`src/rtl/seq_rca_adder.sv`:
```
// seq_rca_adder: multi-cycle ripple-carry adder.
// WIDTH-bit operands are summed CHUNK bits per clock. A carry register links
// consecutive chunks, so the combinational carry chain is only CHUNK bits long.
// Handshake: start (accepted in IDLE or DONE), busy while computing, and a
// one-cycle done pulse when sum/cout hold a new result.
// Optional feature macro: RCA_SUB_EN adds the 'sub' port (A - B mode).
// When that macro is undefined, the design only adds and has no inverter.

module seq_rca_adder #(
  parameter int WIDTH = 16,
  parameter int CHUNK = 4
) (
  input  logic             clock,
  input  logic             reset,
  input  logic             start,
  input  logic [WIDTH-1:0] in1,
  input  logic [WIDTH-1:0] in2,
  input  logic             cin,
`ifdef RCA_SUB_EN
  input  logic             sub,
`endif
  output logic             busy,
  output logic             done,
  output logic [WIDTH-1:0] sum,
  output logic             cout
);

  // Number of chunk cycles per operation.
  localparam int NCH   = WIDTH / CHUNK;
  // Counter width. It is at least one bit, so the NCH=1 case still has a counter.
  localparam int CW    = (NCH > 1) ? $clog2(NCH) : 1;
  // Chunk slots are padded to a power of two.
  // This lets the counter index them without going out of range.
  localparam int NSLOT = 1 << CW;

  // Reject configurations that cannot be split into whole chunks.
  generate
    if ((CHUNK < 1) || (WIDTH < CHUNK) || ((WIDTH % CHUNK) != 0)) begin : g_bad_cfg
      $error("seq_rca_adder: WIDTH must be a positive multiple of CHUNK");
    end
  endgenerate

  typedef enum logic [1:0] {
    ST_IDLE = 2'd0,
    ST_RUN  = 2'd1,
    ST_DONE = 2'd2
  } state_t;

  state_t           state_reg;
  state_t           state_next;

  logic             capture;      // accept start and load the operand registers
  logic             last_chunk;   // the counter points at the most significant chunk

  logic [WIDTH-1:0] a_reg;
  logic [WIDTH-1:0] b_reg;
  logic             carry_reg;
  logic [CW-1:0]    cnt_reg;
  logic [WIDTH-1:0] psum_reg;
  logic [WIDTH-1:0] sum_reg;
  logic             cout_reg;

  logic [WIDTH-1:0] b_capture;    // operand B as it is stored (inverted when subtracting)
  logic             cin_capture;  // initial carry as it is stored

  logic [CHUNK-1:0] a_slot [NSLOT];
  logic [CHUNK-1:0] b_slot [NSLOT];
  logic [CHUNK-1:0] a_sel;
  logic [CHUNK-1:0] b_sel;
  logic [CHUNK:0]   chunk_sum;    // CHUNK sum bits plus the carry out of the chunk
  logic [WIDTH-1:0] psum_merged;  // partial sum with the current chunk inserted

  assign last_chunk = (cnt_reg == CW'(NCH - 1));

  // Next-state and handshake decode for the IDLE -> RUN -> DONE sequence.
  always_comb begin
    state_next = state_reg;
    busy       = 1'b0;
    done       = 1'b0;
    capture    = 1'b0;
    case (state_reg)
      ST_IDLE: begin
        if (start) begin
          capture    = 1'b1;
          state_next = ST_RUN;
        end
      end
      ST_RUN: begin
        busy = 1'b1;
        // A start request while running is ignored on purpose. It is not queued.
        if (last_chunk) begin
          state_next = ST_DONE;
        end
      end
      ST_DONE: begin
        done = 1'b1;
        // A start request in DONE goes straight back to RUN, so there is no idle bubble.
        if (start) begin
          capture    = 1'b1;
          state_next = ST_RUN;
        end else begin
          state_next = ST_IDLE;
        end
      end
      default: begin
        state_next = ST_IDLE;
      end
    endcase
  end

  // Operand conditioning at capture time.
  // In subtract mode, B is stored inverted and the initial carry is forced to 1.
  // The caller's cin is ignored in that mode.
  always_comb begin
    b_capture   = in2;
    cin_capture = cin;
`ifdef RCA_SUB_EN
    if (sub) begin
      b_capture   = ~in2;
      cin_capture = 1'b1;
    end
`endif
  end

  // Split the operand registers into chunk slots. Padding slots read as zero.
  generate
    for (genvar gi = 0; gi < NSLOT; gi++) begin : g_slot
      if (gi < NCH) begin : g_used
        assign a_slot[gi] = a_reg[gi*CHUNK +: CHUNK];
        assign b_slot[gi] = b_reg[gi*CHUNK +: CHUNK];
      end else begin : g_pad
        assign a_slot[gi] = '0;
        assign b_slot[gi] = '0;
      end
    end
  endgenerate

  assign a_sel = a_slot[cnt_reg];
  assign b_sel = b_slot[cnt_reg];

  // The only carry chain in the design: one CHUNK-bit add plus the carry register.
  assign chunk_sum = {1'b0, a_sel} + {1'b0, b_sel} + {{CHUNK{1'b0}}, carry_reg};

  // Build the partial sum with the chunk being processed this cycle put in place.
  // On the final chunk, this vector is the complete result.
  generate
    for (genvar gi = 0; gi < NCH; gi++) begin : g_merge
      assign psum_merged[gi*CHUNK +: CHUNK] =
        (cnt_reg == CW'(gi)) ? chunk_sum[CHUNK-1:0] : psum_reg[gi*CHUNK +: CHUNK];
    end
  endgenerate

  // FSM state register.
  always_ff @(posedge clock) begin
    if (reset) begin
      state_reg <= ST_IDLE;
    end else begin
      state_reg <= state_next;
    end
  end

  // Operand capture, chunk counter and inter-chunk carry.
  always_ff @(posedge clock) begin
    if (reset) begin
      a_reg     <= '0;
      b_reg     <= '0;
      carry_reg <= 1'b0;
      cnt_reg   <= '0;
    end else if (capture) begin
      a_reg     <= in1;
      b_reg     <= b_capture;
      carry_reg <= cin_capture;
      cnt_reg   <= '0;
    end else if (state_reg == ST_RUN) begin
      carry_reg <= chunk_sum[CHUNK];
      cnt_reg   <= cnt_reg + 1'b1;
    end
  end

  // Partial-sum accumulation, one chunk per RUN cycle.
  always_ff @(posedge clock) begin
    if (reset) begin
      psum_reg <= '0;
    end else if (state_reg == ST_RUN) begin
      psum_reg <= psum_merged;
    end
  end

  // Result registers. They change only on the completion edge or on reset.
  // A reset during RUN therefore clears them, and no done pulse is produced.
  always_ff @(posedge clock) begin
    if (reset) begin
      sum_reg  <= '0;
      cout_reg <= 1'b0;
    end else if ((state_reg == ST_RUN) && last_chunk) begin
      sum_reg  <= psum_merged;
      cout_reg <= chunk_sum[CHUNK];
    end
  end

  assign sum  = sum_reg;
  assign cout = cout_reg;

endmodule

```
`config.mk`:
```
export PLATFORM = sky130hd
export DESIGN_NAME = seq_rca_adder
export DESIGN_NICKNAME = d
export VERILOG_FILES = /design/src/rtl/seq_rca_adder.sv
export SDC_FILE = /design/constraint.sdc
export NUM_CORES = 1
export LEC_CHECK = 0
export ABC_AREA = 1
export CAP_MARGIN = 20
export CORE_ASPECT_RATIO = 0.8
export CORE_MARGIN = 2
export CORE_UTILIZATION = 55
export CTS_BUF_LIST = sky130_fd_sc_hd__clkbuf_4 sky130_fd_sc_hd__clkbuf_8
export DETAILED_ROUTE_END_ITERATION = 6
export GPL_TIMING_DRIVEN = 1
export PLACE_DENSITY = 0.83
export RECOVER_POWER = 25
export SETUP_SLACK_MARGIN = 0.02
export SKIP_CTS_REPAIR_TIMING = 1
export SLEW_MARGIN = 20
export SYNTH_ARGS = -nofsm -noshare
export SYNTH_HDL_FRONTEND = slang
export SYNTH_SLANG_ARGS = --single-unit
```
`constraint.sdc`:
```
create_clock -name clock -period 4.55 [get_ports clock]
set_clock_uncertainty 0.15 [all_clocks]
set_input_delay 1.1375 -clock clock [delete_from_list [all_inputs] [get_ports clock]]
set_output_delay 1.1375 -clock clock [all_outputs]
set_load 0.02 [all_outputs]
```
==> impl_metrics.ini <==
[status]
run_status = finished, final reports clean

[power]
power.switching_fraction = 0.262
p_clk_frac = 0.420
combinationalPowerShare = 0.163
ir_drop_mv = 0.335
p_switching_uw = 403
pwr_density_cell_nw_per_um2 = 414
static-leakage-power_nw = 1.65
p_int_mw = 1.13
seq_power_share = 0.417

[setup_path]
critical_path.top_delay_family = adder cells
worst_r2r_startpoint = cnt_reg[0]
top_cell_by_count_worst_path = sky130_fd_sc_hd__o21ai_0
critical-path-slowest-cell = sky130_fd_sc_hd__dfxtp_1
crit_chain = inv_1, o21ai_0, o22ai_1, fa_1, fa_1, xnor2_1, o21ai_0, o21ai_0, inv_1
worst_path_largest_cell_delay_ns = 0.70
r2r_slack_ns = 1.16
end_kind = flop
crit_path_start = cnt_reg[0]
worstSetupStartpointType = flop
setup.worst_path.class = flop to flop
critPathMaxFanout = 20
crit_arrival_ns = 3.48
cp_data_required_time_ns = 4.64
path_buf_inv = 2

[cells_and_area]
most_frequent_standard_cell_in_the_layout_excluding_fill_and_tap_cells = sky130_fd_sc_hd__nor2_1
number_of_inserted_diodes = 0
multi_input_area_sq_um = 1380
flow.area_growth_from_synthesis_pct = 24.6
area.sequential_sq_um = 1320
finalNonFillerCells = 503
layout-drive-gt1-share = 0.0748
design.final.nets = 481
num-fill-cells = 407
layout.cells.most_common_list = sky130_fd_sc_hd__nor2_1, sky130_fd_sc_hd__o21ai_0, sky130_fd_sc_hd__dfxtp_1

[clock_network]
clock_sinks = 66
cts-root-buf = sky130_fd_sc_hd__clkbuf_8
clock_insertion_delay_worst_skew_ns = 0.34
cts.htree.levels = 3
cts_max_path_buffers = 2
cts.clk_slew.worst_paths_ns = 0.07
tritoncts = built
cts_inserted_buffers = 9

[global_route]
pin_count_of_the_biggest_net_entering_global_routing = 53
first_global_vias = 2576
grt.overflow.total = 0
grt_antenna_before_repair = 0
grt.total_usage = 0.248
grt_pass1_wl_um = 11800

[job]
drv.max_cap_violation_count = 0

[timing]
slew_at_the_pin_closest_to_its_max_slew_limit_ns = 1.28
final_max_slew_viol_count = 0
timing.max_slew.rel_slack = 0.147
grt_setup_unrepaired = no
timing.final.hold_violations = 0
setup-violations-final = 0
final.period_utilization = 0.745
finalCriticalPeriod_ns = 3.39
timing.fmax_mhz = 295
totalNegativeSetupSlack_ns = 0

[logic_synthesis]
yosys.area.top_type = sky130_fd_sc_hd__dfxtp_1
synth_fp_nets = 436
ys_warn_count = 0
synth.lib_cells_used.distinct = 28
number_of_flops_mapped_to_enable_cells_by_yosys = 0
synthDominantCellAreaShare = 0.443
async_reset_ff_frac = 0
synth_area_per_cell_sq_um = 7.62
ys_ff_latch = 66
flip_flop_cell_with_the_highest_count_after_synthesis = sky130_fd_sc_hd__dfxtp_1
mappedNetlistArea_sq_um = 2980
synth_area_leaders = sky130_fd_sc_hd__dfxtp_1, sky130_fd_sc_hd__nor2_1, sky130_fd_sc_hd__o21ai_0, sky130_fd_sc_hd__nand2_1, sky130_fd_sc_hd__nand3_1
synth.yosys.seq_area_share = 0.443
synthCells = 391

[hold_path]
holdCritPathClass = flop to flop
hold_startpoint = psum_reg[4]

[placement]
port-buffer-count = 54
gpl.final_weighted_congestion = 0.825
placed_cells = 487
dp_wirelength_um = 4790

[route]
drt.antenna.violating_nets = 0
detailedRoute.firstIterationViolations = 307
num_vias = 2706
drt_pass1_iterations = 4
viasPerCell = 5.38
wire_per_inst_um = 13.7
drc_errors = 0
total_routed_wirelength_um = 6880

[die]
die_height_um = 69.8
die_width_um = 86.3
placement_rows = 23
core_area_sq_um = 5120
initial_core_util = 0.582
area_of_the_die_sq_um = 6030
io_pins = 55
-- power by group through the flow --
stage               combinational, mW  clock, mW  sequential (mW)
global placement                0.238          0            0.652
finish                          0.250      0.645            0.641
floorplan                       0.181          0            0.643
detailed placement              0.247          0            0.653
CTS                             0.250      0.656            0.640
global route                    0.283      0.683            0.645
-- per-stage QoR --
stage	util	hold slack [ns]	setup slack, ns	cell area [sq um]	total power [mW]
after floorplan	-	0.297	1.97	2980	0.824
after global placement	0.676	0.302	1.26	3460	0.889
final	0.725	0.321	1.16	3710	1.54
after CTS	0.728	0.324	1.25	3730	1.55
after detailed placement	0.676	0.312	1.18	3460	0.900
after global routing	0.725	0.343	0.797	3710	1.61
-- synthesized netlist by cell type, drive strengths merged (3+ instances only) --
cell	number
a21oi	15
inv	31
a211oi	5
o22ai	8
nand2	37
nand3	20
nor2	98
dfxtp	66
o21ai	74
ha	7
clkbuf	3
buf	17
-- cells by family after synthesis --
group,count (synthesis),synth area share
and+or+nand+nor,155,0.216
AOI/OAI and AO/OA,107,0.205
DFF,66,0.443
buffers and inverters,53,0.0898
adders and majority gates,9,0.0428
xor gates and xnor gates,1,0.00294
-- final timing paths --
| kind | cells past startpoint | endpoint |
|---|---|---|
| hold / removal | 2 | psum_reg[4] |
| hold reg to reg | 2 | psum_reg[4] |
| setup reg to reg | 9 | psum_reg[10] |
| setup / recovery | 9 | psum_reg[10] |
-- worst register-to-register path, delay by kind of cell, from the launching register on --
family	cells	cell delay, ns
adders and majority gates	2	0.89
AOI/OAI and AO/OA	4	0.72
DFF	1	0.70
buffers and inverters	2	0.46
xor gates and xnor gates	1	0.37
-- layout make-up --
cell class                      count  share of cell area
Multi-Input combinational cell    272               0.370
Clock inverter                      7              0.0381
Timing Repair Buffer               54               0.146
Clock buffer                        9              0.0334
Inverter                           33              0.0361
Tap cell                           62              0.0209
Sequential cell                    66               0.356
-- per-layer routing --
metal  part of all wire  track usage
met5                  0            0
met4             0.0080       0.0816
met3              0.066       0.0774
met2               0.47        0.370
met1               0.46        0.341
Note: power is estimated with default switching activity, not from simulation.
